--- config.mk ---
export PLATFORM = sky130hd
export DESIGN_NAME = obstacle_spawn_scheduler
export DESIGN_NICKNAME = d
export VERILOG_FILES = /design/src/rtl/obstacle_spawn_scheduler.sv
export SDC_FILE = /design/constraint.sdc
export NUM_CORES = 1
export LEC_CHECK = 0
export BUFFER_PORTS_ARGS = -buffer_cell sky130_fd_sc_hd__clkbuf_2
export CORE_ASPECT_RATIO = 2
export CORE_MARGIN = 1.5
export CORE_UTILIZATION = 55
export DETAILED_ROUTE_END_ITERATION = 10
export PLACE_DENSITY = 0.75
export SYNTH_ARGS = -nofsm -noshare
export SYNTH_HDL_FRONTEND = slang
export SYNTH_SLANG_ARGS = --single-unit
--- constraint.sdc ---
create_clock -name clk -period 7 [get_ports clk]
set_input_delay 1.75 -clock clk [delete_from_list [all_inputs] [get_ports clk]]
set_output_delay 1.75 -clock clk [all_outputs]
set_load 0.1 [all_outputs]
--- src/rtl/obstacle_spawn_scheduler.sv ---
// obstacle_spawn_scheduler: picks when the next obstacle spawns and which free slot launches it
// Ports:
//   clk           system clock
//   rst           asynchronous active-high reset
//   i_tick        one-cycle spawn-timebase strobe
//   i_enable      game running; 0 pauses and aborts any launch in progress
//   i_idle        per-slot free flag (1 = slot off-screen and available)
//   o_start       per-slot launch request, at most one bit high
//   o_last_sel    index of the most recently launched slot
//   o_spawn_count number of acknowledged launches (wraps)
//   o_ack_err     sticky: a slot failed to acknowledge in time
module obstacle_spawn_scheduler #(
    parameter int          N_OBS      = 6,
    parameter int          GAP_MIN    = 2,
    parameter int          GAP_RAND_W = 3,
    parameter int          ACK_TO     = 64,
    parameter logic [15:0] LFSR_SEED  = 16'hACE1,
    localparam int         IDX_W      = $clog2(N_OBS)
) (
    input  logic             clk,
    input  logic             rst,
    input  logic             i_tick,
    input  logic             i_enable,
    input  logic [N_OBS-1:0] i_idle,
    output logic [N_OBS-1:0] o_start,
    output logic [IDX_W-1:0] o_last_sel,
    output logic [15:0]      o_spawn_count,
    output logic             o_ack_err
);
    typedef enum logic [2:0] {S_OFF, S_GAP, S_PICK, S_SCAN, S_ACK} state_t;

    // an all-zero seed would lock the LFSR
    localparam logic [15:0] SEED  = (LFSR_SEED == 16'h0) ? 16'hACE1 : LFSR_SEED;
    localparam int          TO_W  = $clog2(ACK_TO + 1);
    localparam int          GAP_W = 16;

    state_t             r_state;
    logic [15:0]        r_lfsr;
    logic [GAP_W-1:0]   r_gap_cnt;
    logic [IDX_W-1:0]   r_ptr;
    logic [IDX_W-1:0]   r_scanned;
    logic [TO_W-1:0]    r_to_cnt;
    logic [N_OBS-1:0]   r_start;
    logic [IDX_W-1:0]   r_last_sel;
    logic [15:0]        r_spawn_count;
    logic               r_ack_err;

    logic               w_lfsr_fb;
    logic [GAP_W-1:0]   w_fresh_gap;
    logic [IDX_W-1:0]   w_pick;
    logic [IDX_W-1:0]   w_ptr_next;

    assign w_lfsr_fb  = r_lfsr[15] ^ r_lfsr[13] ^ r_lfsr[12] ^ r_lfsr[10];
    assign w_pick     = IDX_W'(r_lfsr[7:0] % 8'(N_OBS));
    assign w_ptr_next = (r_ptr == IDX_W'(N_OBS - 1)) ? '0 : r_ptr + 1'b1;

    // a zero-width random field means a fixed gap of GAP_MIN ticks
    if (GAP_RAND_W == 0) begin : g_fixed_gap
        assign w_fresh_gap = GAP_W'(GAP_MIN);
    end else begin : g_rand_gap
        assign w_fresh_gap = GAP_W'(GAP_MIN) + GAP_W'(r_lfsr[GAP_RAND_W-1:0]);
    end

    always_ff @(posedge clk or posedge rst) begin
        if (rst) begin
            r_state       <= S_OFF;
            r_lfsr        <= SEED;
            r_gap_cnt     <= '0;
            r_ptr         <= '0;
            r_scanned     <= '0;
            r_to_cnt      <= '0;
            r_start       <= '0;
            r_last_sel    <= '0;
            r_spawn_count <= '0;
            r_ack_err     <= 1'b0;
        end else begin
            r_lfsr <= {r_lfsr[14:0], w_lfsr_fb};
            if (!i_enable) begin
                r_state <= S_OFF;
                r_start <= '0;
            end else begin
                case (r_state)
                    S_OFF: begin
                        r_state   <= S_GAP;
                        r_gap_cnt <= w_fresh_gap;
                    end
                    S_GAP: begin
                        if (i_tick) begin
                            r_gap_cnt <= r_gap_cnt - 1'b1;
                            if (r_gap_cnt == GAP_W'(1)) r_state <= S_PICK;
                        end
                    end
                    S_PICK: begin
                        r_ptr     <= w_pick;
                        r_scanned <= '0;
                        r_state   <= S_SCAN;
                    end
                    S_SCAN: begin
                        if (i_idle[r_ptr]) begin
                            r_start    <= N_OBS'(1) << r_ptr;
                            r_last_sel <= r_ptr;
                            r_to_cnt   <= '0;
                            r_state    <= S_ACK;
                        end else if (r_scanned == IDX_W'(N_OBS - 1)) begin
                            // full sweep missed: retry on the very next tick
                            r_state   <= S_GAP;
                            r_gap_cnt <= GAP_W'(1);
                        end else begin
                            r_ptr     <= w_ptr_next;
                            r_scanned <= r_scanned + 1'b1;
                        end
                    end
                    S_ACK: begin
                        r_to_cnt <= r_to_cnt + 1'b1;
                        // acknowledge checked first so it wins over a coincident timeout
                        if (!i_idle[r_last_sel]) begin
                            r_start       <= '0;
                            r_spawn_count <= r_spawn_count + 16'd1;
                            r_state       <= S_GAP;
                            r_gap_cnt     <= w_fresh_gap;
                        end else if (r_to_cnt == TO_W'(ACK_TO - 1)) begin
                            r_start   <= '0;
                            r_ack_err <= 1'b1;
                            r_state   <= S_GAP;
                            r_gap_cnt <= w_fresh_gap;
                        end
                    end
                    default: r_state <= S_OFF;
                endcase
            end
        end
    end

    assign o_start       = r_start;
    assign o_last_sel    = r_last_sel;
    assign o_spawn_count = r_spawn_count;
    assign o_ack_err     = r_ack_err;
endmodule

==> results of run 1 <==
per-stage QoR:
| stage | cell area [um^2] | util | worst slack [ns] | instances | power [W] |
|---|---|---|---|---|---|
| floorplan | 3920 | - | 3.38 | 404 | 0.000698 |
| global placement | 4110 | 0.596 | 3.28 | 512 | 0.000737 |
| detailed placement | 4110 | 0.596 | 3.22 | 512 | 0.000745 |
| CTS | 4410 | 0.640 | 3.56 | 528 | 0.00121 |
| global route | 4410 | 0.640 | 3.43 | 528 | 0.00126 |
| finish | 4410 | 0.640 | 3.55 | 528 | 0.00121 |
cells in the final DEF, fill, tap and decap left out, types with 8 or more instances in the layout:
cell type / n
sky130_fd_sc_hd__clkbuf_2: 35
sky130_fd_sc_hd__clkbuf_16: 9
sky130_fd_sc_hd__ha_1: 10
sky130_fd_sc_hd__o21ai_0: 33
sky130_fd_sc_hd__nand2b_1: 12
sky130_fd_sc_hd__nor2_1: 34
sky130_fd_sc_hd__nand4_1: 8
sky130_fd_sc_hd__dfstp_2: 8
sky130_fd_sc_hd__dfrtp_1: 66
sky130_fd_sc_hd__inv_1: 12
sky130_fd_sc_hd__nand2_1: 41
sky130_fd_sc_hd__xnor2_1: 14
sky130_fd_sc_hd__xor2_1: 10
sky130_fd_sc_hd__nor3_1: 12
sky130_fd_sc_hd__a21oi_1: 17
sky130_fd_sc_hd__nand3_1: 10
worst paths after layout:
path,from,endpoint,slack (ns)
min in group asynchronous,rst,o_spawn_count[15],1.65
hold reg to reg,r_lfsr[8],r_lfsr[9],0.35
hold / removal,r_lfsr[8],r_lfsr[9],0.35
max in group asynchronous,rst,r_gap_cnt[12],4.74
setup / recovery,i_idle[5],r_gap_cnt[14],3.55
setup reg to reg,r_ptr[0],r_gap_cnt[14],4.44
routing by layer:
| metal | track usage | vias to the layer above | part of all wire | wire length, um |
|---|---|---|---|---|
| met4 | 0.107 | 0 | 0.024 | 193 |
| met3 | 0.0458 | 17 | 0.030 | 240 |
| met5 | 0 | - | 0 | 0 |
| met1 | 0.247 | 1556 | 0.39 | 3190 |
| met2 | 0.417 | 69 | 0.55 | 4460 |
| li1 | - | 1488 | - | - |
worst max-delay path, delay by kind of cell:
kind	cells	cell delay, ns
buffers and inverters	1	0.09
and+or+nand+nor	4	1.04
AOI/OAI and AO/OA	2	0.38
muxes	1	0.46
power by group:
part	internal [W]	switching (W)	total, W
sequential	0.000464	0.0000425	0.000507
combinational	0.0000760	0.000157	0.000232
clock	0.000278	0.000187	0.000466
total	0.000819	0.000386	0.00120
state kept, by name (all words and copies together), names as in the netlist:
signal / cells
o_ack_err: 1
o_last_sel: 3
r_lfsr: 16
o_spawn_count: 16
r_state: 3
r_gap_cnt: 16
r_to_cnt: 7
r_ptr: 3
r_scanned: 3
o_start: 6
logic make-up after synthesis:
logic type | Yosys count | share of synthesized area
compound gates | 86 | 0.139
xor+xnor | 24 | 0.0537
fa+ha+maj | 10 | 0.0319
buf+inv | 31 | 0.0393
flops | 74 | 0.475
mux | 15 | 0.0470
simple gates | 164 | 0.214
final cells by class:
cell class                      count  share of cell area
Multi-Input combinational cell    299               0.431
Sequential cell                    74               0.422
Clock buffer                        9              0.0511
Timing Repair Buffer               36              0.0414
Tap cell                           90              0.0255
Clock inverter                      7              0.0173
Inverter                           13              0.0111
==> results.sh, run 1 <==
export IMPL_report_final_hold_viol_count=0
export IMPL_design_die_area_um2=7670
export IMPL_post_synth_top_count_cell="sky130_fd_sc_hd__dfrtp_1"
export IMPL_synth_warnings=0
export IMPL_finalWirelength_um=8090
export IMPL_hpwlAfterDp_um=5750
export IMPL_clock_path_buffers=2
export IMPL_setup_repair_after_global_routing_missed_its_margin="false"
export IMPL_cts_setup_buffers=0
export IMPL_grt_pass1_wl_um=13700
export IMPL_synth_ff_type="sky130_fd_sc_hd__dfrtp_1"
export IMPL_grt_use_total=0.227
export IMPL_seqCellArea_um2=1860
export IMPL_number_of_cts_inserted_buffers=9
export IMPL_layout_drive_gt1_share=0.189
export IMPL_synth_common_cells="66 x sky130_fd_sc_hd__dfrtp_1, 41 x sky130_fd_sc_hd__nand2_1, 34 x sky130_fd_sc_hd__nor2_1, 33 x sky130_fd_sc_hd__o21ai_0, 17 x sky130_fd_sc_hd__a21oi_1"
export IMPL_grt_max_degree=75
export IMPL_design_core_area_um2=6890
export IMPL_die_w_um=62.7
export IMPL_hold_slack_final_ns=0.346
export IMPL_setup_worst_path_start_class="input port"
export IMPL_ys_ff_latch=74
export IMPL_first_pass_iteration_count_of_the_detailed_router=4
export IMPL_number_of_enable_flip_flop_cells_after_synthesis=0
export IMPL_clock_root_buffer="sky130_fd_sc_hd__clkbuf_16"
export IMPL_report_final_setup_viol=0
export IMPL_maximum_capacitance_violations=0
export IMPL_syn_mean_instance_area_um2=9.70
export IMPL_ys_async_sr_fraction=1.00
export IMPL_post_synth_instance_area_um2=3920
export IMPL_clk_pin_slew_worst_paths_ns=0.06
export IMPL_layout_filler_cells=567
export IMPL_peakVddDrop_mv=0.165
export IMPL_worst_path_largest_cell_delay_ns=0.51
export IMPL_worst_ep_required_time_ns=7.28
export IMPL_final_slew_viol_count=0
export IMPL_clock_skew_ns=0.00613
export IMPL_leakage_nw=2.03
export IMPL_worst_slew_pin_slew_ns=0.906
export IMPL_cp_capture_type="flip-flop"
export IMPL_critPathMaxFanout=22
export IMPL_clkLatencyLatePin_ns=0.34
export IMPL_multi_input_comb_area_um2=1900
export IMPL_detailedRoute_firstIterationViolations=229
export IMPL_die_height_um=122
export IMPL_globalplace_congestion=0.793
export IMPL_grt_overflow_total=0
export IMPL_h_tree_level_count=3
export IMPL_ant_nets=0
export IMPL_vias_in_the_first_global_route=2990
export IMPL_worst_setup_path_type="in2reg"
export IMPL_yosysUniqueCellTypes=54
export IMPL_cells_after_synth=404
export IMPL_antenna_cell_count=0
export IMPL_avgRoutedWirePerCell_um=15.3
export IMPL_synthDominantCellAreaShare=0.422
export IMPL_tritoncts_clock_tree="built"
export IMPL_worstRegToRegCells=7
export IMPL_vias_per_cell=5.93
export IMPL_place_port_buffers=35
export IMPL_mappedNetlistNets=424
export IMPL_fin_crit_sh=0.494
export IMPL_cp_data_arrival_time_ns=3.73
export IMPL_growth_of_design_area_from_synthesis_to_finish_pct=12.6
export IMPL_whs_path_depth=0
export IMPL_worst_path_max_delay_cell="sky130_fd_sc_hd__or3_4"
export IMPL_dr_total_vias=3130
export IMPL_top_level_pins=36
export IMPL_initial_core_util=0.569
export IMPL_run_status="completed"
export IMPL_number_of_placement_rows=43
export IMPL_cts_hold_buf=0
export IMPL_max_slew_margin=0.396
export IMPL_netlist_top_cells_area="sky130_fd_sc_hd__dfrtp_1 42%, sky130_fd_sc_hd__dfstp_2 5.4%, sky130_fd_sc_hd__o21ai_0 4.2%"
export IMPL_crit_chain="clkbuf_2 > mux4_2 > a22oi_1 > nor3_1 > or3_4 > nor4_1 > a21oi_1 > nand2_1"
export IMPL_drc=0
export IMPL_antenna_found_initial=0
export IMPL_synth_largest_area_cell="sky130_fd_sc_hd__dfrtp_1"
export IMPL_timing_setup_tns_ns=0
export IMPL_fin_nets=453
export IMPL_power_density_nw_per_um2=273
export IMPL_cts_sinks=74
export IMPL_layout_min_cycle_time_ns=3.45
export IMPL_synth_seq_area_share=0.475
export IMPL_post_cts_resized_instances=0
export IMPL_fmax_mhz=289
export IMPL_holdCritPathClass="reg2reg"
Note: power is estimated with default switching activity, not from simulation.
==> inputs of run 2 (changes only) <==
--- a/config.mk
+++ b/config.mk
@@ -5,6 +5,7 @@
 export SDC_FILE = /design/constraint.sdc
 export NUM_CORES = 1
 export LEC_CHECK = 0
+export ABC_AREA = 1
 export BUFFER_PORTS_ARGS = -buffer_cell sky130_fd_sc_hd__clkbuf_2
 export CORE_ASPECT_RATIO = 2
 export CORE_MARGIN = 1.5
==> constraint.sdc (replaced) <==
create_clock -name clk -period 3.4 [get_ports clk]
set_input_delay 0.85 -clock clk [delete_from_list [all_inputs] [get_ports clk]]
set_output_delay 0.85 -clock clk [all_outputs]
set_load 0.1 [all_outputs]
==> run 2 against run 1 <==
Effect of this change: wire length down 0.30%; hold slack better by 0.0071 ns; first-iteration DRC count down 8.3%; register-to-register slack worse by 3.4 ns; highest routed layer unchanged; die area down 0.99%; largest power group is now combinational logic; clock skew down 0.0029 ns; synthesized cell count up 12%; area after synthesis down 1.0%; clock power up 89%; sequential power up 140%; worst setup slack worse by 2.6 ns.
==> results.sh, run 2 <==
export IMPL_switchingPower_w=0.00158
export IMPL_worst_hold_startpoint="r_lfsr[8]"
export IMPL_mappedNetlistNets=474
export IMPL_top_level_pins=36
export IMPL_vias_per_cell=5.40
export IMPL_synthDominantCellAreaShare=0.426
export IMPL_cp_data_arrival_time_ns=2.69
export IMPL_critPathMaxFanout=17
export IMPL_cts_sinks=74
export IMPL_setup_worst_path_start_class="input port"
export IMPL_post_layout_total_power_w=0.00354
export IMPL_report_final_setup_viol=0
export IMPL_place_port_buffers=35
export IMPL_tritoncts_clock_tree="built"
export IMPL_seq_power_share=0.346
export IMPL_fin_crit_sh=0.720
export IMPL_die_w_um=62.4
export IMPL_timing_setup_tns_ns=0
export IMPL_die_height_um=122
export IMPL_finalWirelength_um=8070
export IMPL_h_tree_level_count=3
export IMPL_post_cts_resized_instances=0
export IMPL_grt_use_total=0.235
export IMPL_clock_path_buffers=2
export IMPL_drc=0
export IMPL_post_layout_worst_setup_margin_ns=0.952
export IMPL_fmax_mhz=408
export IMPL_peakVddDrop_mv=0.499
export IMPL_grt_busiest_layer="met2"
export IMPL_avgRoutedWirePerCell_um=13.6
export IMPL_run_status="completed"
export IMPL_post_synth_top_count_cell="sky130_fd_sc_hd__nand2_1"
export IMPL_grt_max_degree=39
export IMPL_layout_cell_area_non_filler_um2=4440
export IMPL_clock_skew_ns=0.00326
export IMPL_worst_ep_required_time_ns=3.65
export IMPL_clockPowerShare=0.249
export IMPL_pwr_share_comb=0.405
export IMPL_netSwitchingFraction=0.445
export IMPL_worst_slew_pin_slew_ns=0.574
export IMPL_use_met2=0.439
export IMPL_post_synth_instance_area_um2=3880
export IMPL_hpwlAfterDp_um=6020
export IMPL_final_slew_viol_count=0
export IMPL_cts_hold_buf=0
export IMPL_globalplace_congestion=0.924
export IMPL_most_common_layout_cells="87 x sky130_fd_sc_hd__nand2_1, 66 x sky130_fd_sc_hd__dfrtp_1, 59 x sky130_fd_sc_hd__inv_1, 40 x sky130_fd_sc_hd__nor2_1, 35 x sky130_fd_sc_hd__clkbuf_2"
export IMPL_leakage_nw=2.17
export IMPL_antenna_found_initial=0
export IMPL_design_die_area_um2=7590
export IMPL_placed_area_um2=4160
export IMPL_grt_pass1_wl_um=14000
export IMPL_detailedRoute_firstIterationViolations=210
export IMPL_antenna_cell_count=0
export IMPL_internal_power_w=0.00196
export IMPL_ys_async_sr_fraction=1.00
export IMPL_design_core_area_um2=6890
export IMPL_global_route_usage_met1=0.237
export IMPL_initial_core_util=0.563
export IMPL_synth_ff_type="sky130_fd_sc_hd__dfrtp_1"
export IMPL_max_slew_margin=0.615
export IMPL_regToRegStartpoint="r_to_cnt[0]"
export IMPL_worstRegToRegCells=12
export IMPL_syn_mean_instance_area_um2=8.54
export IMPL_cp_capture_type="flip-flop"
export IMPL_netlist_top_cells_area="sky130_fd_sc_hd__dfrtp_1 43%, sky130_fd_sc_hd__nand2_1 8.4%, sky130_fd_sc_hd__inv_1 5.8%"
export IMPL_report_final_hold_viol_count=0
export IMPL_layout_min_cycle_time_ns=2.45
export IMPL_layout_filler_cells=611
export IMPL_power_density_nw_per_um2=796
export IMPL_first_pass_iteration_count_of_the_detailed_router=5
export IMPL_vias_in_the_first_global_route=3263
export IMPL_clock_root_buffer="sky130_fd_sc_hd__clkbuf_16"
export IMPL_worst_setup_path_type="in2reg"
export IMPL_setup_repair_after_global_routing_missed_its_margin="false"
export IMPL_clk_pin_slew_worst_paths_ns=0.06
export IMPL_holdCritPathClass="reg2reg"
export IMPL_grt_overflow_total=0
export IMPL_timing_rr_end="r_gap_cnt[9]"
export IMPL_synth_warnings=0
export IMPL_synth_largest_area_cell="sky130_fd_sc_hd__dfrtp_1"
export IMPL_dr_total_vias=3208
export IMPL_layout_drive_gt1_share=0.181
export IMPL_cts_setup_buffers=0
export IMPL_gr_usage_met3=0.0572
export IMPL_number_of_cts_inserted_buffers=9
export IMPL_number_of_enable_flip_flop_cells_after_synthesis=0
export IMPL_ys_ff_latch=74
export IMPL_synth_seq_area_share=0.480
export IMPL_cells_after_synth=454
export IMPL_clkLatencyLatePin_ns=0.34
export IMPL_number_of_placement_rows=43
export IMPL_maximum_capacitance_violations=0
export IMPL_whs_path_depth=0
export IMPL_fin_nets=519
export IMPL_ff2ff_setup_slack_ns=1.01
export IMPL_yosysUniqueCellTypes=45
export IMPL_ant_nets=0
export IMPL_growth_of_design_area_from_synthesis_to_finish_pct=14.6
export IMPL_detailedPlace_worstSlack_ns=0.651
export IMPL_mostFrequentLayoutCell="sky130_fd_sc_hd__nand2_1"
export IMPL_synth_common_cells="87 x sky130_fd_sc_hd__nand2_1, 66 x sky130_fd_sc_hd__dfrtp_1, 60 x sky130_fd_sc_hd__inv_1, 40 x sky130_fd_sc_hd__nor2_1, 31 x sky130_fd_sc_hd__o21ai_0"
export IMPL_hold_end="r_lfsr[9]"
[run 2: power by group through the flow]
stage,logic [W],registers (W),clock network (W)
after detailed placement,0.00142,0.00124,0
final,0.00143,0.00123,0.000881
after global routing,0.00157,0.00125,0.000945
after floorplan,0.000886,0.00149,0
after global placement,0.00138,0.00123,0
after CTS,0.00143,0.00122,0.000901
[run 2: area by class of cell]
| type | count | area [um^2] | share of cell area |
|---|---|---|---|
| clock buffer | 9 | 225 | 0.0507 |
| multi-input combinational | 309 | 1740 | 0.392 |
| tap | 90 | 113 | 0.0253 |
| inverter | 67 | 251 | 0.0566 |
| clock inverter | 7 | 53.8 | 0.0121 |
| timing repair buffer | 38 | 198 | 0.0445 |
| sequential | 74 | 1860 | 0.419 |
[run 2: how the worst max path moves through the flow]
stage | depth (start not counted) | startpoint | end
3_5_place_dp | 11 | i_idle[2] | r_gap_cnt[9]
5_1_grt | 12 | r_to_cnt[0] | r_gap_cnt[9]
3_3_place_gp | 11 | i_idle[2] | r_gap_cnt[9]
6_report | 11 | i_idle[2] | r_gap_cnt[9]
4_1_cts | 11 | i_idle[2] | r_gap_cnt[9]
2_1_floorplan | 1 | rst | o_ack_err
[run 2: metrics by stage]
stage	std cells	hold slack, ns	util
finish	594	0.354	0.645
global placement	578	0.337	0.605
CTS	594	0.360	0.645
floorplan	454	0.331	-
detailed placement	578	0.336	0.605
global route	594	0.366	0.645
[run 2: logic make-up after synthesis]
family	Yosys count	share of synthesized area
buffers and inverters	71	0.0710
AND/OR/NAND/NOR	201	0.243
XOR/XNOR	27	0.0610
multiplexers	1	0.00290
flip-flops	74	0.480
AO/OA/AOI/OAI	70	0.110
adder cells (fa/ha/maj)	10	0.0323
[run 2: critical path, stage by stage]
cell and delay, ns:
sky130_fd_sc_hd__clkbuf_2 0.09, sky130_fd_sc_hd__or2_0 0.21, sky130_fd_sc_hd__o211ai_1 0.10, sky130_fd_sc_hd__and2_4 0.20
sky130_fd_sc_hd__nor3_1 0.08, sky130_fd_sc_hd__nor3_1 0.18, sky130_fd_sc_hd__nand2_2 0.24, sky130_fd_sc_hd__inv_2 0.25
sky130_fd_sc_hd__nand2_1 0.10, sky130_fd_sc_hd__o21ai_0 0.15, sky130_fd_sc_hd__nor3b_1 0.23
[run 2: routing by layer]
| layer | up-vias | wire [um] |
|---|---|---|
| li1 | 1575 | - |
| met1 | 1554 | 3020 |
| met2 | 56 | 4580 |
| met3 | 23 | 221 |
| met4 | 0 | 244 |
| met5 | - | 0 |
==> inputs of run 3 (changes only) <==
--- a/config.mk
+++ b/config.mk
@@ -9,9 +9,9 @@
 export BUFFER_PORTS_ARGS = -buffer_cell sky130_fd_sc_hd__clkbuf_2
 export CORE_ASPECT_RATIO = 2
 export CORE_MARGIN = 1.5
-export CORE_UTILIZATION = 55
+export CORE_UTILIZATION = 54
 export DETAILED_ROUTE_END_ITERATION = 10
-export PLACE_DENSITY = 0.75
+export PLACE_DENSITY = 0.76
 export SYNTH_ARGS = -nofsm -noshare
 export SYNTH_HDL_FRONTEND = slang
 export SYNTH_SLANG_ARGS = --single-unit
==> constraint.sdc (replaced) <==
create_clock -name clk -period 2 [get_ports clk]
set_input_delay 0.5 -clock clk [delete_from_list [all_inputs] [get_ports clk]]
set_output_delay 0.5 -clock clk [all_outputs]
set_load 0.1 [all_outputs]
==> run 3 against run 2 <==
Effect of this change: the run now ends with setup timing left; clock skew is 0.0015 ns higher; sequential power is 72% higher; register-to-register slack worse by 1.2 ns; combinational power is 110% higher; clock power is 100% higher; first-iteration DRC count is 9.5% lower; largest cell class is now multi-input gates.
==> results.sh, run 3 (synthesis results as in run 2) <==
export IMPL_antenna_cell_count=0
export IMPL_fmax_mhz=467
export IMPL_die_height_um=123
export IMPL_vias_in_the_first_global_route=3469
export IMPL_finalWirelength_um=9220
export IMPL_number_of_cts_inserted_buffers=9
export IMPL_critPathMaxFanout=3
export IMPL_top_level_pins=36
export IMPL_leakage_nw=2.44
export IMPL_globalplace_congestion=0.900
export IMPL_avgRoutedWirePerCell_um=14.7
export IMPL_ant_nets=0
export IMPL_design_core_area_um2=6940
export IMPL_detailedRoute_firstIterationViolations=190
export IMPL_grt_max_degree=75
export IMPL_peakVddDrop_mv=0.849
export IMPL_worst_slew_pin_slew_ns=0.550
export IMPL_hpwlAfterDp_um=6070
export IMPL_layout_min_cycle_time_ns=2.14
export IMPL_power_density_nw_per_um2=1350
export IMPL_cts_sinks=74
export IMPL_report_final_hold_viol_count=0
export IMPL_maximum_capacitance_violations=0
export IMPL_fin_crit_sh=1.07
export IMPL_worstRegToRegCells=17
export IMPL_drc=0
export IMPL_max_slew_margin=0.635
export IMPL_cts_hold_buf=0
export IMPL_grt_overflow_total=0
export IMPL_layout_filler_cells=465
export IMPL_layout_drive_gt1_share=0.365
export IMPL_report_final_setup_viol=4
export IMPL_die_w_um=62.9
export IMPL_antenna_found_initial=0
export IMPL_vias_per_cell=5.32
export IMPL_post_layout_total_power_w=0.00688
export IMPL_timing_setup_tns_ns=-0.379
export IMPL_clk_pin_slew_worst_paths_ns=0.06
export IMPL_clkLatencyLatePin_ns=0.34
export IMPL_regToRegStartpoint="r_lfsr[7]"
export IMPL_cp_data_arrival_time_ns=2.37
export IMPL_most_common_layout_cells="75 x sky130_fd_sc_hd__nand2_1, 55 x sky130_fd_sc_hd__dfrtp_1, 52 x sky130_fd_sc_hd__inv_1, 35 x sky130_fd_sc_hd__clkbuf_2"
export IMPL_worst_ep_required_time_ns=2.23
export IMPL_run_status="finished, violations left"
export IMPL_initial_core_util=0.559
export IMPL_final_slew_viol_count=0
export IMPL_number_of_placement_rows=43
export IMPL_clock_root_buffer="sky130_fd_sc_hd__clkbuf_16"
export IMPL_post_layout_worst_setup_margin_ns=-0.140
export IMPL_ff2ff_setup_slack_ns=-0.14
export IMPL_h_tree_level_count=3
export IMPL_setup_repair_after_global_routing_missed_its_margin="true"
export IMPL_worst_setup_path_type="reg2reg"
export IMPL_place_port_buffers=35
export IMPL_clock_skew_ns=0.00474
export IMPL_grt_pass1_wl_um=14600
export IMPL_mostFrequentLayoutCell="sky130_fd_sc_hd__nand2_1"
export IMPL_layout_cell_area_non_filler_um2=5100
export IMPL_growth_of_design_area_from_synthesis_to_finish_pct=31.4
export IMPL_dr_total_vias=3349
export IMPL_clock_path_buffers=2
export IMPL_setup_worst_path_start_class="flip-flop"
export IMPL_holdCritPathClass="in2async"
export IMPL_design_die_area_um2=7730
export IMPL_failed_checks="setup timing"
export IMPL_fin_nets=554
export IMPL_grt_use_total=0.242
export IMPL_first_pass_iteration_count_of_the_detailed_router=4
export IMPL_placed_area_um2=4390
export IMPL_tritoncts_clock_tree="built"
export IMPL_timing_rr_end="r_ptr[2]"
export IMPL_cp_capture_type="flip-flop"
-- run 3: cell types whose count changed in the layout (fill, tap and decap cells not counted), moves of 7 or more --
cell	previous run	this run
sky130_fd_sc_hd__buf_4	3	31
sky130_fd_sc_hd__nand3_1	30	17
sky130_fd_sc_hd__nand2_1	87	75
sky130_fd_sc_hd__dfrtp_1	66	55
sky130_fd_sc_hd__nand2_2	2	12
sky130_fd_sc_hd__nand3_2	2	12
sky130_fd_sc_hd__dfrtp_2	0	9
sky130_fd_sc_hd__nor2_1	40	31
sky130_fd_sc_hd__inv_1	59	52
sky130_fd_sc_hd__nor2_2	6	13
-- run 3: worst max-delay path by stage --
stage                        startpoint  cells past startpoint                 to
after detailed placement      r_lfsr[7]                     15           r_ptr[2]
after global routing          r_lfsr[7]                     15           r_ptr[2]
after global placement        i_idle[2]                     13  o_spawn_count[14]
after floorplan           o_last_sel[0]                     12  o_spawn_count[14]
after CTS                 o_last_sel[0]                     12  o_spawn_count[14]
final                         r_lfsr[7]                     17           r_ptr[2]
-- run 3: stage by stage --
step	util	std cells	hold WS [ns]	worst slack, ns
after floorplan	-	454	0.331	-0.216
after global placement	0.632	601	0.343	-0.0495
after detailed placement	0.632	601	0.338	-0.127
after CTS	0.685	618	0.272	-0.00999
after global routing	0.734	629	0.286	-0.255
final	0.734	629	0.239	-0.140
-- run 3: final cells by class --
class                      instances  area [um^2]  area share
sequential                        74         1880       0.369
timing repair buffer              73          495      0.0972
multi-input combinational        309         2020       0.396
inverter                          67          260      0.0511
tap                               90          113      0.0221
clock inverter                     4         73.8      0.0145
clock buffer                      12          256      0.0503
-- run 3: power breakdown --
group	leakage, nW	total (W)	internal (W)	switching [W]
clock	0.163	0.00176	0.00116	0.000596
combinational	1.34	0.00302	0.00100	0.00201
sequential	0.935	0.00211	0.00182	0.000294
total	2.44	0.00688	0.00398	0.00290
-- run 3: metal layers --
metal,part of all wire,track usage
met5,0,0
met1,0.37,0.253
met3,0.023,0.0394
met4,0.030,0.136
met2,0.58,0.449
-- run 3: what timing repair did --
item                                    4_1_cts  5_1_grt
buffers inserted                              1       12
endpoints found under the hold margin         0        0
gates resized for setup                      11       73
pin swaps                                     6       20
endpoints found under the setup margin        5       37
-- run 3: worst max-delay path, cell delays in order (launching register included) --
cell	delay, ns
sky130_fd_sc_hd__dfstp_2	0.56
sky130_fd_sc_hd__buf_4	0.12
sky130_fd_sc_hd__nand2_1	0.05
sky130_fd_sc_hd__nand3_2	0.10
sky130_fd_sc_hd__nand3_1	0.13
sky130_fd_sc_hd__nand2_1	0.10
sky130_fd_sc_hd__nand2_2	0.08
sky130_fd_sc_hd__nand2_1	0.07
sky130_fd_sc_hd__nand2_1	0.08
sky130_fd_sc_hd__buf_4	0.14
sky130_fd_sc_hd__o21ai_0	0.09
sky130_fd_sc_hd__nand2_1	0.10
sky130_fd_sc_hd__nand2_2	0.09
sky130_fd_sc_hd__nand3_1	0.08
sky130_fd_sc_hd__nand2_1	0.06
sky130_fd_sc_hd__nand2_1	0.07
sky130_fd_sc_hd__nand2_1	0.07
sky130_fd_sc_hd__nand2_1	0.05
